[config.mk]
export PLATFORM = sky130hd
export DESIGN_NAME = cpu_trace_buffer_flat
export DESIGN_NICKNAME = d
export VERILOG_FILES = /design/src/rtl/trace_pkg.sv /design/src/rtl/cpu_trace_buffer_if.sv /design/src/rtl/trace_ram.sv /design/src/rtl/cpu_trace_buffer.sv /design/src/flat_wrapper.sv
export SDC_FILE = /design/constraint.sdc
export NUM_CORES = 2
export LEC_CHECK = 0
export CORE_ASPECT_RATIO = 1.5
export CORE_MARGIN = 1.5
export CORE_UTILIZATION = 25
export CTS_BUF_LIST = sky130_fd_sc_hd__clkbuf_8
export DETAILED_ROUTE_END_ITERATION = 8
export GPL_TIMING_DRIVEN = 1
export PLACE_DENSITY = 0.44
export SETUP_SLACK_MARGIN = 0.1
export SLEW_MARGIN = 0
export SYNTH_ARGS = -nofsm -noshare
export SYNTH_HDL_FRONTEND = slang
export SYNTH_SLANG_ARGS = --single-unit
[constraint.sdc]
create_clock -name clk -period 41.2 [get_ports clk]
set_clock_uncertainty 0.1 [all_clocks]
set_input_delay 8.24 -clock clk [delete_from_list [all_inputs] [get_ports clk]]
set_output_delay 8.24 -clock clk [all_outputs]
set_load 0.02 [all_outputs]
[src/rtl/trace_pkg.sv]
// Shared definitions for the CPU commit trace buffer: FSM state encoding,
// trace entry width, rd_data field offsets and entry pack/unpack helpers.
// Entry layout, MSB to LSB: {pc, instr, wen, waddr, wdata}.
package trace_pkg;

   typedef enum logic [1:0] {
      ST_IDLE      = 2'd0,
      ST_ARMED     = 2'd1,
      ST_TRIGGERED = 2'd2,
      ST_DONE      = 2'd3
   } state_t;

   // Widest configuration the pack/unpack helpers can carry.
   localparam int XLEN_MAX  = 64;
   localparam int RAW_MAX   = 8;
   localparam int ENTRY_MAX = 3 * XLEN_MAX + 1 + RAW_MAX;

   function automatic int entry_w(int xlen, int raw);
      return 3 * xlen + 1 + raw;
   endfunction

   function automatic int off_waddr(int xlen);
      return xlen;
   endfunction

   function automatic int off_wen(int xlen, int raw);
      return xlen + raw;
   endfunction

   function automatic int off_instr(int xlen, int raw);
      return xlen + raw + 1;
   endfunction

   function automatic int off_pc(int xlen, int raw);
      return 2 * xlen + raw + 1;
   endfunction

   // Narrow fields are passed zero-extended, so OR-ing them into place is safe.
   function automatic logic [ENTRY_MAX-1:0] pack_entry(
      int xlen, int raw,
      logic [XLEN_MAX-1:0] pc, logic [XLEN_MAX-1:0] instr,
      logic wen, logic [RAW_MAX-1:0] waddr, logic [XLEN_MAX-1:0] wdata);
      logic [ENTRY_MAX-1:0] e;
      e = ENTRY_MAX'(wdata);
      e = e | (ENTRY_MAX'(waddr) << off_waddr(xlen));
      e = e | (ENTRY_MAX'(wen)   << off_wen(xlen, raw));
      e = e | (ENTRY_MAX'(instr) << off_instr(xlen, raw));
      e = e | (ENTRY_MAX'(pc)    << off_pc(xlen, raw));
      return e;
   endfunction

   function automatic logic [XLEN_MAX-1:0] xmask(int xlen);
      return (XLEN_MAX'(1) << xlen) - XLEN_MAX'(1);
   endfunction

   function automatic logic [XLEN_MAX-1:0] unpack_pc(logic [ENTRY_MAX-1:0] e, int xlen, int raw);
      return XLEN_MAX'(e >> off_pc(xlen, raw)) & xmask(xlen);
   endfunction

   function automatic logic [XLEN_MAX-1:0] unpack_instr(logic [ENTRY_MAX-1:0] e, int xlen, int raw);
      return XLEN_MAX'(e >> off_instr(xlen, raw)) & xmask(xlen);
   endfunction

   function automatic logic unpack_wen(logic [ENTRY_MAX-1:0] e, int xlen, int raw);
      return e[off_wen(xlen, raw)];
   endfunction

   function automatic logic [RAW_MAX-1:0] unpack_waddr(logic [ENTRY_MAX-1:0] e, int xlen, int raw);
      return RAW_MAX'(e >> off_waddr(xlen)) & ((RAW_MAX'(1) << raw) - RAW_MAX'(1));
   endfunction

   function automatic logic [XLEN_MAX-1:0] unpack_wdata(logic [ENTRY_MAX-1:0] e, int xlen);
      return XLEN_MAX'(e) & xmask(xlen);
   endfunction

endpackage

[src/rtl/cpu_trace_buffer_if.sv]
// Commit input bus and trace readout stream of the CPU trace buffer.
// slave: the trace buffer; master: the CPU write-back stage plus debug host.
interface cpu_trace_buffer_if import trace_pkg::*; #(
   parameter int XLEN = 32,
   parameter int RAW  = 5
);
   logic                          cm_valid;
   logic [XLEN-1:0]               cm_pc;
   logic [XLEN-1:0]               cm_instr;
   logic                          cm_wen;
   logic [RAW-1:0]                cm_waddr;
   logic [XLEN-1:0]               cm_wdata;
   logic                          rd_ready;
   logic                          rd_valid;
   logic [entry_w(XLEN, RAW)-1:0] rd_data;
   logic                          rd_last;

   modport master (
      output cm_valid, cm_pc, cm_instr, cm_wen, cm_waddr, cm_wdata, rd_ready,
      input  rd_valid, rd_data, rd_last
   );

   modport slave (
      input  cm_valid, cm_pc, cm_instr, cm_wen, cm_waddr, cm_wdata, rd_ready,
      output rd_valid, rd_data, rd_last
   );
endinterface

[src/rtl/trace_ram.sv]
// Simple dual-port trace storage: one write port, one registered read port.
// Read data holds its value while re is low.
module trace_ram #(
   parameter int DEPTH = 16,
   parameter int WIDTH = 101
) (
   input  logic                     clk,
   input  logic                     we,
   input  logic [$clog2(DEPTH)-1:0] waddr,
   input  logic [WIDTH-1:0]         wdata,
   input  logic                     re,
   input  logic [$clog2(DEPTH)-1:0] raddr,
   output logic [WIDTH-1:0]         rdata
);
   logic [WIDTH-1:0] mem [DEPTH];

   // Capture write port.
   always_ff @(posedge clk) begin
      if (we) mem[waddr] <= wdata;
   end

   // Registered read, advanced only when the readout fetches a new entry.
   always_ff @(posedge clk) begin
      if (re) rdata <= mem[raddr];
   end
endmodule

[src/rtl/cpu_trace_buffer.sv]
// CPU commit trace buffer: circular capture of commit records, PC-match
// trigger with post-trigger count, oldest-first readout over valid/ready.
// Optional build macro TRACE_WB_FILTER_EN adds filt_wb_only, which restricts
// capture to commits that write a non-zero register (trigger commit always kept).
module cpu_trace_buffer import trace_pkg::*; #(
   parameter int XLEN  = 32,
   parameter int RAW   = 5,
   parameter int DEPTH = 16
) (
   input  logic                     clk,
   input  logic                     rst,
   input  logic                     arm,
   input  logic [XLEN-1:0]          trig_pc,
   input  logic [$clog2(DEPTH):0]   post_cnt,
`ifdef TRACE_WB_FILTER_EN
   input  logic                     filt_wb_only,
`endif
   cpu_trace_buffer_if.slave        bus,
   output logic [1:0]               state,
   output logic [$clog2(DEPTH):0]   count,
   output logic                     trig_hit
);
   localparam int             AW      = $clog2(DEPTH);
   localparam int             ENTRY_W = entry_w(XLEN, RAW);
   localparam logic [AW:0]    DEPTH_C = (AW+1)'(DEPTH);
   localparam logic [AW:0]    ONE     = (AW+1)'(1);

   state_t              fsm;
   logic [AW-1:0]       wr_ptr;
   logic [AW-1:0]       rd_ptr;
   logic [AW:0]         remain;
   logic [AW:0]         fetch_left;
   logic                rd_valid_r;
   logic                rd_last_r;
   logic [ENTRY_W-1:0]  wr_entry;
   logic [ENTRY_W-1:0]  ram_q;
   logic                capturing;
   logic                is_trig;
   logic                keep;
   logic                record;
   logic                xfer;
   logic                fetch;
   logic [AW:0]         eff;
   logic [AW:0]         count_nx;
   logic [AW-1:0]       wr_ptr_nx;
   logic [AW-1:0]       start_ptr;

   assign capturing = (fsm == ST_ARMED) || (fsm == ST_TRIGGERED);
   // Only the first match counts: later matches in TRIGGERED are plain commits.
   assign is_trig   = (fsm == ST_ARMED) && bus.cm_valid && (bus.cm_pc == trig_pc);

`ifdef TRACE_WB_FILTER_EN
   assign keep = !filt_wb_only || (bus.cm_wen && (bus.cm_waddr != '0)) || is_trig;
`else
   assign keep = 1'b1;
`endif

   // arm wins over a simultaneous commit, so the write is suppressed too.
   assign record    = capturing && bus.cm_valid && keep && !arm;
   assign count_nx  = (count == DEPTH_C) ? count : count + ONE;
   assign wr_ptr_nx = wr_ptr + 1'b1;
   // A full buffer has wrapped: its oldest entry sits where the next write would go.
   assign start_ptr = (count_nx == DEPTH_C) ? wr_ptr_nx : '0;

   assign xfer  = rd_valid_r && bus.rd_ready;
   assign fetch = (fsm == ST_DONE) && (fetch_left != '0) && (!rd_valid_r || xfer) && !arm;

   assign wr_entry = ENTRY_W'(pack_entry(XLEN, RAW,
                                         XLEN_MAX'(bus.cm_pc), XLEN_MAX'(bus.cm_instr),
                                         bus.cm_wen, RAW_MAX'(bus.cm_waddr),
                                         XLEN_MAX'(bus.cm_wdata)));

   assign state        = fsm;
   assign bus.rd_valid = rd_valid_r;
   assign bus.rd_last  = rd_last_r;
   assign bus.rd_data  = rd_valid_r ? ram_q : '0;

   // Post-trigger length clamped to 1..DEPTH (0 behaves as 1).
   always_comb begin
      eff = post_cnt;
      if (post_cnt == '0) eff = ONE;
      else if (post_cnt > DEPTH_C) eff = DEPTH_C;
   end

   trace_ram #(.DEPTH(DEPTH), .WIDTH(ENTRY_W)) u_ram (
      .clk   (clk),
      .we    (record),
      .waddr (wr_ptr),
      .wdata (wr_entry),
      .re    (fetch),
      .raddr (rd_ptr),
      .rdata (ram_q)
   );

   // Capture/trigger/readout control FSM with registered status and stream flags.
   always_ff @(posedge clk) begin
      if (rst) begin
         fsm        <= ST_IDLE;
         wr_ptr     <= '0;
         rd_ptr     <= '0;
         count      <= '0;
         remain     <= '0;
         fetch_left <= '0;
         trig_hit   <= 1'b0;
         rd_valid_r <= 1'b0;
         rd_last_r  <= 1'b0;
      end else if (arm) begin
         fsm        <= ST_ARMED;
         wr_ptr     <= '0;
         count      <= '0;
         remain     <= '0;
         fetch_left <= '0;
         trig_hit   <= 1'b0;
         rd_valid_r <= 1'b0;
         rd_last_r  <= 1'b0;
      end else begin
         unique case (fsm)
            ST_IDLE: begin
            end
            ST_ARMED: begin
               if (record) begin
                  wr_ptr <= wr_ptr_nx;
                  count  <= count_nx;
                  if (is_trig) begin
                     trig_hit <= 1'b1;
                     remain   <= eff - ONE;
                     if (eff == ONE) begin
                        fsm        <= ST_DONE;
                        rd_ptr     <= start_ptr;
                        fetch_left <= count_nx;
                     end else begin
                        fsm <= ST_TRIGGERED;
                     end
                  end
               end
            end
            ST_TRIGGERED: begin
               if (record) begin
                  wr_ptr <= wr_ptr_nx;
                  count  <= count_nx;
                  remain <= remain - ONE;
                  if (remain == ONE) begin
                     fsm        <= ST_DONE;
                     rd_ptr     <= start_ptr;
                     fetch_left <= count_nx;
                  end
               end
            end
            ST_DONE: begin
               if (fetch) begin
                  rd_ptr     <= rd_ptr + 1'b1;
                  fetch_left <= fetch_left - ONE;
                  rd_valid_r <= 1'b1;
                  rd_last_r  <= (fetch_left == ONE);
               end else if (xfer) begin
                  rd_valid_r <= 1'b0;
                  rd_last_r  <= 1'b0;
               end
            end
            default: begin
               fsm <= ST_IDLE;
            end
         endcase
      end
   end
endmodule

[src/flat_wrapper.sv]
// flat-port wrapper written by rule: the top's interface ports become plain ports
module cpu_trace_buffer_flat import trace_pkg::*;
#(
   parameter int XLEN  = 32,
   parameter int RAW   = 5,
   parameter int DEPTH = 16
)
  (clk, rst, arm, trig_pc, post_cnt, state, count, trig_hit, bus_cm_valid, bus_cm_pc, bus_cm_instr, bus_cm_wen, bus_cm_waddr, bus_cm_wdata, bus_rd_ready, bus_rd_valid, bus_rd_data, bus_rd_last);
  cpu_trace_buffer_if #(.XLEN(XLEN), .RAW(RAW)) bus_i ();
  input  logic clk;
  input  logic rst;
  input  logic arm;
  input  logic [XLEN-1:0] trig_pc;
  input  logic [$clog2(DEPTH):0] post_cnt;
  output logic [1:0] state;
  output logic [$clog2(DEPTH):0] count;
  output logic trig_hit;
  input wire logic [$bits(bus_i.cm_valid)-1:0] bus_cm_valid;
  input wire logic [$bits(bus_i.cm_pc)-1:0] bus_cm_pc;
  input wire logic [$bits(bus_i.cm_instr)-1:0] bus_cm_instr;
  input wire logic [$bits(bus_i.cm_wen)-1:0] bus_cm_wen;
  input wire logic [$bits(bus_i.cm_waddr)-1:0] bus_cm_waddr;
  input wire logic [$bits(bus_i.cm_wdata)-1:0] bus_cm_wdata;
  input wire logic [$bits(bus_i.rd_ready)-1:0] bus_rd_ready;
  output wire logic [$bits(bus_i.rd_valid)-1:0] bus_rd_valid;
  output wire logic [$bits(bus_i.rd_data)-1:0] bus_rd_data;
  output wire logic [$bits(bus_i.rd_last)-1:0] bus_rd_last;
  assign bus_i.cm_valid = bus_cm_valid;
  assign bus_i.cm_pc = bus_cm_pc;
  assign bus_i.cm_instr = bus_cm_instr;
  assign bus_i.cm_wen = bus_cm_wen;
  assign bus_i.cm_waddr = bus_cm_waddr;
  assign bus_i.cm_wdata = bus_cm_wdata;
  assign bus_i.rd_ready = bus_rd_ready;
  assign bus_rd_valid = bus_i.rd_valid;
  assign bus_rd_data = bus_i.rd_data;
  assign bus_rd_last = bus_i.rd_last;
  cpu_trace_buffer #(.XLEN(XLEN), .RAW(RAW), .DEPTH(DEPTH)) u_core (.clk(clk), .rst(rst), .arm(arm), .trig_pc(trig_pc), .post_cnt(post_cnt), .bus(bus_i), .state(state), .count(count), .trig_hit(trig_hit));
endmodule
Yosys cells after proc, flatten, opt, wreduce, memory -nomap -nowiden

Memories as Yosys holds them, arrays and structs flattened. A register that Yosys moved wholly into a read port is not among the register bits.
Index checks and enable logic that the tools add are counted.

Flip-flop bits (word level): 28
Memory bits (writable): 1632
Input port bits: 144
Output and inout bits: 112
Logic and storage cells: 105
Memories kept: 1

Add/subtract/negate cells: 6
Magnitude comparators: 1
Equality and inequality tests: 19
Muxes and demuxes: 35
Bitwise logic cells: 5
Reduce and logical (&&, ||, !) cells: 28

Memory list:

| memory           | depth | bits a word | read ports | clocked after Yosys merged registers in | write ports | RTL line        | text |
|---|---|---|---|---|---|---|---|
| u_core.u_ram.mem | 16    | 102         | 1          | 1                                       | 1           | trace_ram.sv:15 | `logic [WIDTH-1:0] mem [DEPTH];` |

Operators with widths:

| kind                | count |
|---|---|
| $mux 102            | 1 |
| $or 102x102->102    | 1 |
| $or 102x38->102     | 1 |
| $or 102x70->102     | 1 |
| $mux 5              | 12 |
| $or 32x37->37       | 1 |
| $eq 32x32->1        | 1 |
| $mux 4              | 7 |
| $eq 5x1->1 const B  | 3 |
| $pmux 5 s3          | 1 |
| $sub 5x1->5 const B | 3 |
| $pmux 4 s3          | 1 |
| $eq 5x5->1 const B  | 2 |
| $pmux 5 s2          | 1 |
| $reduce_and 5->1    | 2 |
| $ne 3x2->1 const B  | 3 |
| $add 4x1->4 const B | 2 |
| $logic_and 1x1->1   | 8 |
| $mux 2              | 4 |
| $ne 2x1->1 const B  | 4 |
| $reduce_and 8->1    | 1 |
| $mux 1              | 7 |
| $reduce_and 7->1    | 1 |
| $reduce_bool 3->1   | 2 |
| 17 further kinds    | 24 |

Logic depth before layout (Yosys ltp)

Depth in word-level cells: 9
Gate-level depth with buffers: 10
Mapped depth without buffers: 10

By module

A second synthesis with hierarchy kept.

Cells, all modules: 3008
Area total of the unflattened synthesis: 66948.0 um2

By module, submodules not included:

| module           | instances | cells each | area each (um2) | sequential area each (um2) |
|---|---|---|---|---|
| trace_ram        | 1         | 2610       | 63980.1         | 52069.9 |
| cpu_trace_buffer | 1         | 398        | 2967.8          | 560.5 |

Worst setup path before layout

No wires, ideal clock.

Path type: in2reg
Start: input port arm
End: register u_core.rd_last_r (netlist: u_core.bus.rd_last)
Setup time: 132 ps
Arrival time: 18982 ps
Required time: 40968 ps
Slack: 21985 ps
Cell stages on the path: 4
Buffers on the path: 1
Path through: buf_2 nor4_1 nand3b_1 a21oi_1

Cells in the longest elaborated chain, start to end: 4
Elaborated cells on any way between the ends: 6
Those cells by class: 1 x mux; 5 x reduce/logical

Ends and longest elaborated chain:

| what                        | RTL line                | text |
|---|---|---|
| from (decl)                 | flat_wrapper.sv:12      | `input logic arm;` |
| $logic_not 1->1 (*)         | cpu_trace_buffer.sv:66  | `assign fetch = (fsm == ST_DONE) && (fetch_left != '0) && (!rd_valid_r \|\| xfer) && !arm;` |
| $logic_and 1x1->1 (*)       | cpu_trace_buffer.sv:66  |  |
| via u_core.fetch            | cpu_trace_buffer.sv:42  | `logic fetch;` |
| $reduce_bool 2->1 (no line) | --                      |  |
| $reduce_and 2->1 (no line)  | --                      |  |
| to (signal assigned)        | cpu_trace_buffer.sv:154 | `rd_last_r <= (fetch_left == ONE);` |
| to (decl)                   | cpu_trace_buffer.sv:34  | `logic rd_last_r;` |

Mark *: on every way through the listed nets, which the timed path passes. The rest lies on a longest branch.
A chain may end at the register's enable or synchronous reset.

Final worst setup path

Start: input port bus_cm_valid
End: memory u_core.u_ram.mem[3][57] (netlist bit) (enable)

Cells in the longest elaborated chain, start to end: 4

Ends and longest elaborated chain:

| what                            | RTL line               | text |
|---|---|---|
| from (decl)                     | flat_wrapper.sv:18     | `input wire logic [$bits(bus_i.cm_valid)-1:0] bus_cm_valid;` |
| $logic_and 1x1->1 (2 in series) | cpu_trace_buffer.sv:59 | `assign record = capturing && bus.cm_valid && keep && !arm;` |
| $mux 1                          | trace_ram.sv:19        | `if (we) mem[waddr] <= wdata;` |
| $mux 1 (implied by the code)    | trace_ram.sv:19        |  |
| to (decl)                       | trace_ram.sv:15        |  |

Every way passes these cells.

==> results.json <==
{
  "hold_slack_ps": 401,
  "grt_pass1_vias": 33700,
  "synthSimpleGateAreaFrac_pct": 1.92,
  "setup_viol": 0,
  "rsz0062_at_grt": "false",
  "die_area_um2": 272000,
  "hold_class": "reg2reg",
  "synth.distinct_cells": 54,
  "drt_iter0_markers": 2188,
  "grtUsageTotal_pct": 13.4,
  "status": "complete, no violations",
  "drv_slew": 0,
  "cts_setup_buffers": 0,
  "place_inst": 6464,
  "synth_top_family_by_area": "multiplexers",
  "crit_top_cell": "buf_4",
  "initial_core_util_pct": 25.2,
  "worst_slew_pin_slew_ps": 1120,
  "synth_cells": 2771,
  "slowest_delay_ps": 850,
  "dpl_cell_area_um2": 74000,
  "postRouteAntennaNets": 0,
  "final_cells": 6944,
  "yosys_warnings": 0,
  "die_x_um": 426,
  "cts_max_path_buffers": 4,
  "vias": 30800,
  "postCtsHoldBufs": 0,
  "cts.clk_slew.worst_paths_ps": 60,
  "cts_resized": 0,
  "post-route-period-util_pct": 28.8,
  "grt_max_degree": 95,
  "syn_area_um2": 67100,
  "fin_util_pct": 29.6,
  "synth_edf_count": 1734,
  "layout_common_cells": "edfxtp_1 (1734), mux4_2 (510), clkbuf_8 (296), clkdlybuf4s50_1 (255), and2_1 (103)",
  "synth_xor_area_share_pct": 0.483,
  "min_path_cells": 2,
  "crit_required_ps": 41590,
  "crit_path_end_kind": "register",
  "coreArea_um2": 267000,
  "antenna_found_initial": 34,
  "drtPass1Iterations": 5,
  "rows": 232,
  "ff2ff_path_depth": 8,
  "place.gp.congestion": 0.705,
  "clk_latency_ps": 920,
  "ys.flop_type": "edfxtp_1",
  "reg2reg_slack_ps": 36340,
  "max-slew-margin-rel_pct": 25.5,
  "power_density_nw_per_um2": 43.2,
  "fillers": 25800,
  "finalPower_mw": 3.41,
  "place_ws_ps": 28440,
  "final-hold-violation-count": 0,
  "path_max_fanout": 55,
  "dieHeight_um": 638,
  "synthAdderAreaFrac_pct": 0.335,
  "overflow": 0,
  "crit_slowest_cell": "buf_4",
  "syn2layout_area_growth_pct": 17.6,
  "root_buffer": "clkbuf_8",
  "layout_commonest_cell": "edfxtp_1",
  "final_cell_area_um2": 79000,
  "clock_sinks": 1762,
  "io_buffers": 255,
  "ys_seq_area_share_pct": 78.4,
  "layout_setup_ws_ps": 29320,
  "viasPerCell": 4.43,
  "p_leak_nw": 23.4,
  "cts_tree": "done",
  "muxShareOfSynthArea_pct": 17.2,
  "drc": 0,
  "htree_levels": 5,
  "drive_above_1_share_pct": 27.4,
  "grt_first_pass_wirelength_um": 259000,
  "routed_wl_um": 184000,
  "io_pins": 256,
  "syn-num-nets": 2933,
  "avgSynthCellArea_um2": 24.2,
  "wl_per_cell_um": 26.5,
  "crit_path_start_kind": "input pin",
  "path_class": "in2reg",
  "dp.final_hpwl_um": 101000,
  "fmax_mhz": 84.2,
  "vdd_ir_drop_max_mv": 0.0220,
  "worstPathCellList": "clkdlybuf4s50_1 > nand2_1 > or2_1 > nor3_1 > and2_4 > buf_4 > buf_4",
  "cts_buffers": 284,
  "drv_cap": 0,
  "finalSetupTns_ps": 0,
  "min_period_ps": 11880,
  "fin_nets": 3402,
  "ys_async_sr_fraction_pct": 0,
  "synth-seq-cells": 1762,
  "arrival_ps": 12270,
  "synth_compound_area_share_pct": 0.628
}
==> flip-flops by register name, indices dropped and copies added, names as in the netlist <==
register and count:
u_core.u_ram.mem 1632, u_core.u_ram.rdata 102, u_core.count 5, u_core.fetch_left 5, u_core.remain 5, u_core.rd_ptr 4, u_core.wr_ptr 4, u_core.state 2
u_core.bus.rd_last 1, u_core.bus.rd_valid 1, u_core.trig_hit 1
==> final timing paths <==
kind                        endpoint                 start
max          u_core.u_ram.mem[3][57]          bus_cm_valid
min             u_core.fetch_left[1]  u_core.fetch_left[1]
min reg2reg     u_core.fetch_left[1]  u_core.fetch_left[1]
max reg2reg  u_core.u_ram.mem[3][57]       u_core.state[0]
==> worst max-delay path: cells and delay by family <==
| family | cells | cell delay, ps |
|---|---|---|
| and+or+nand+nor | 4 | 1610 |
| buffers and inverters | 3 | 2320 |
==> cell type report <==
type	instances	area, um2	area share (%)
Sequential cell	1762	52600	66.7
Clock inverter	175	833	1.06
Multi-Input combinational cell	852	13900	17.6
Inverter	21	78.8	0.0998
Tap cell	3510	4390	5.56
Antenna cell	9	22.5	0.0285
Clock buffer	296	4070	5.16
Timing Repair Buffer	319	3050	3.87
==> cells by family (layout without fill, tap and decap cells) <==
kind of cell	Yosys count	after routing
xor+xnor	37	37
flops	1762	1762
simple gates	218	218
compound gates	62	62
fa+ha+maj	18	18
mux	517	517
buf+inv	157	811
other cells	0	9
==> per-layer routing <==
layer | GRT usage [%] | wire [um] | up-vias | share of wire (%)
met2 | 23.0 | 93700 | 780 | 51
met1 | 17.2 | 78300 | 16900 | 43
met5 | 0 | 77 | - | 0.042
met3 | 2.40 | 8000 | 307 | 4.3
met4 | 3.60 | 4130 | 12 | 2.2
li1 | - | - | 12800 | -
==> cells in the mapped netlist (3+ instances only) <==
cell type / count / share of area [%]
o21ai_0: 11 / 0.082
nand4_1: 6 / 0.056
clkbuf_1: 74 / 0.41
edfxtp_1: 1734 / 78
nand2_1: 17 / 0.095
mux2i_1: 7 / 0.10
nand3_1: 12 / 0.089
ha_1: 18 / 0.34
nor3_1: 6 / 0.045
o22ai_1: 5 / 0.047
or3_1: 4 / 0.037
mux4_2: 510 / 17
a21oi_1: 22 / 0.16
buf_6: 6 / 0.10
inv_1: 21 / 0.12
nand3b_1: 3 / 0.034
xor2_1: 6 / 0.078
xnor2_1: 31 / 0.40
buf_1: 6 / 0.034
and2_1: 119 / 1.1
nand2b_1: 5 / 0.047
a211oi_1: 4 / 0.045
nor2_1: 24 / 0.13
dfxtp_1: 28 / 0.83
o31ai_1: 3 / 0.034
buf_2: 50 / 0.37
==> power breakdown <==
group / internal [mW] / switching [mW]
registers: 1.97 / 0.000935
logic: 0.0208 / 0.0408
clock network: 0.686 / 0.690
Power figures use the tool's default switching activity.
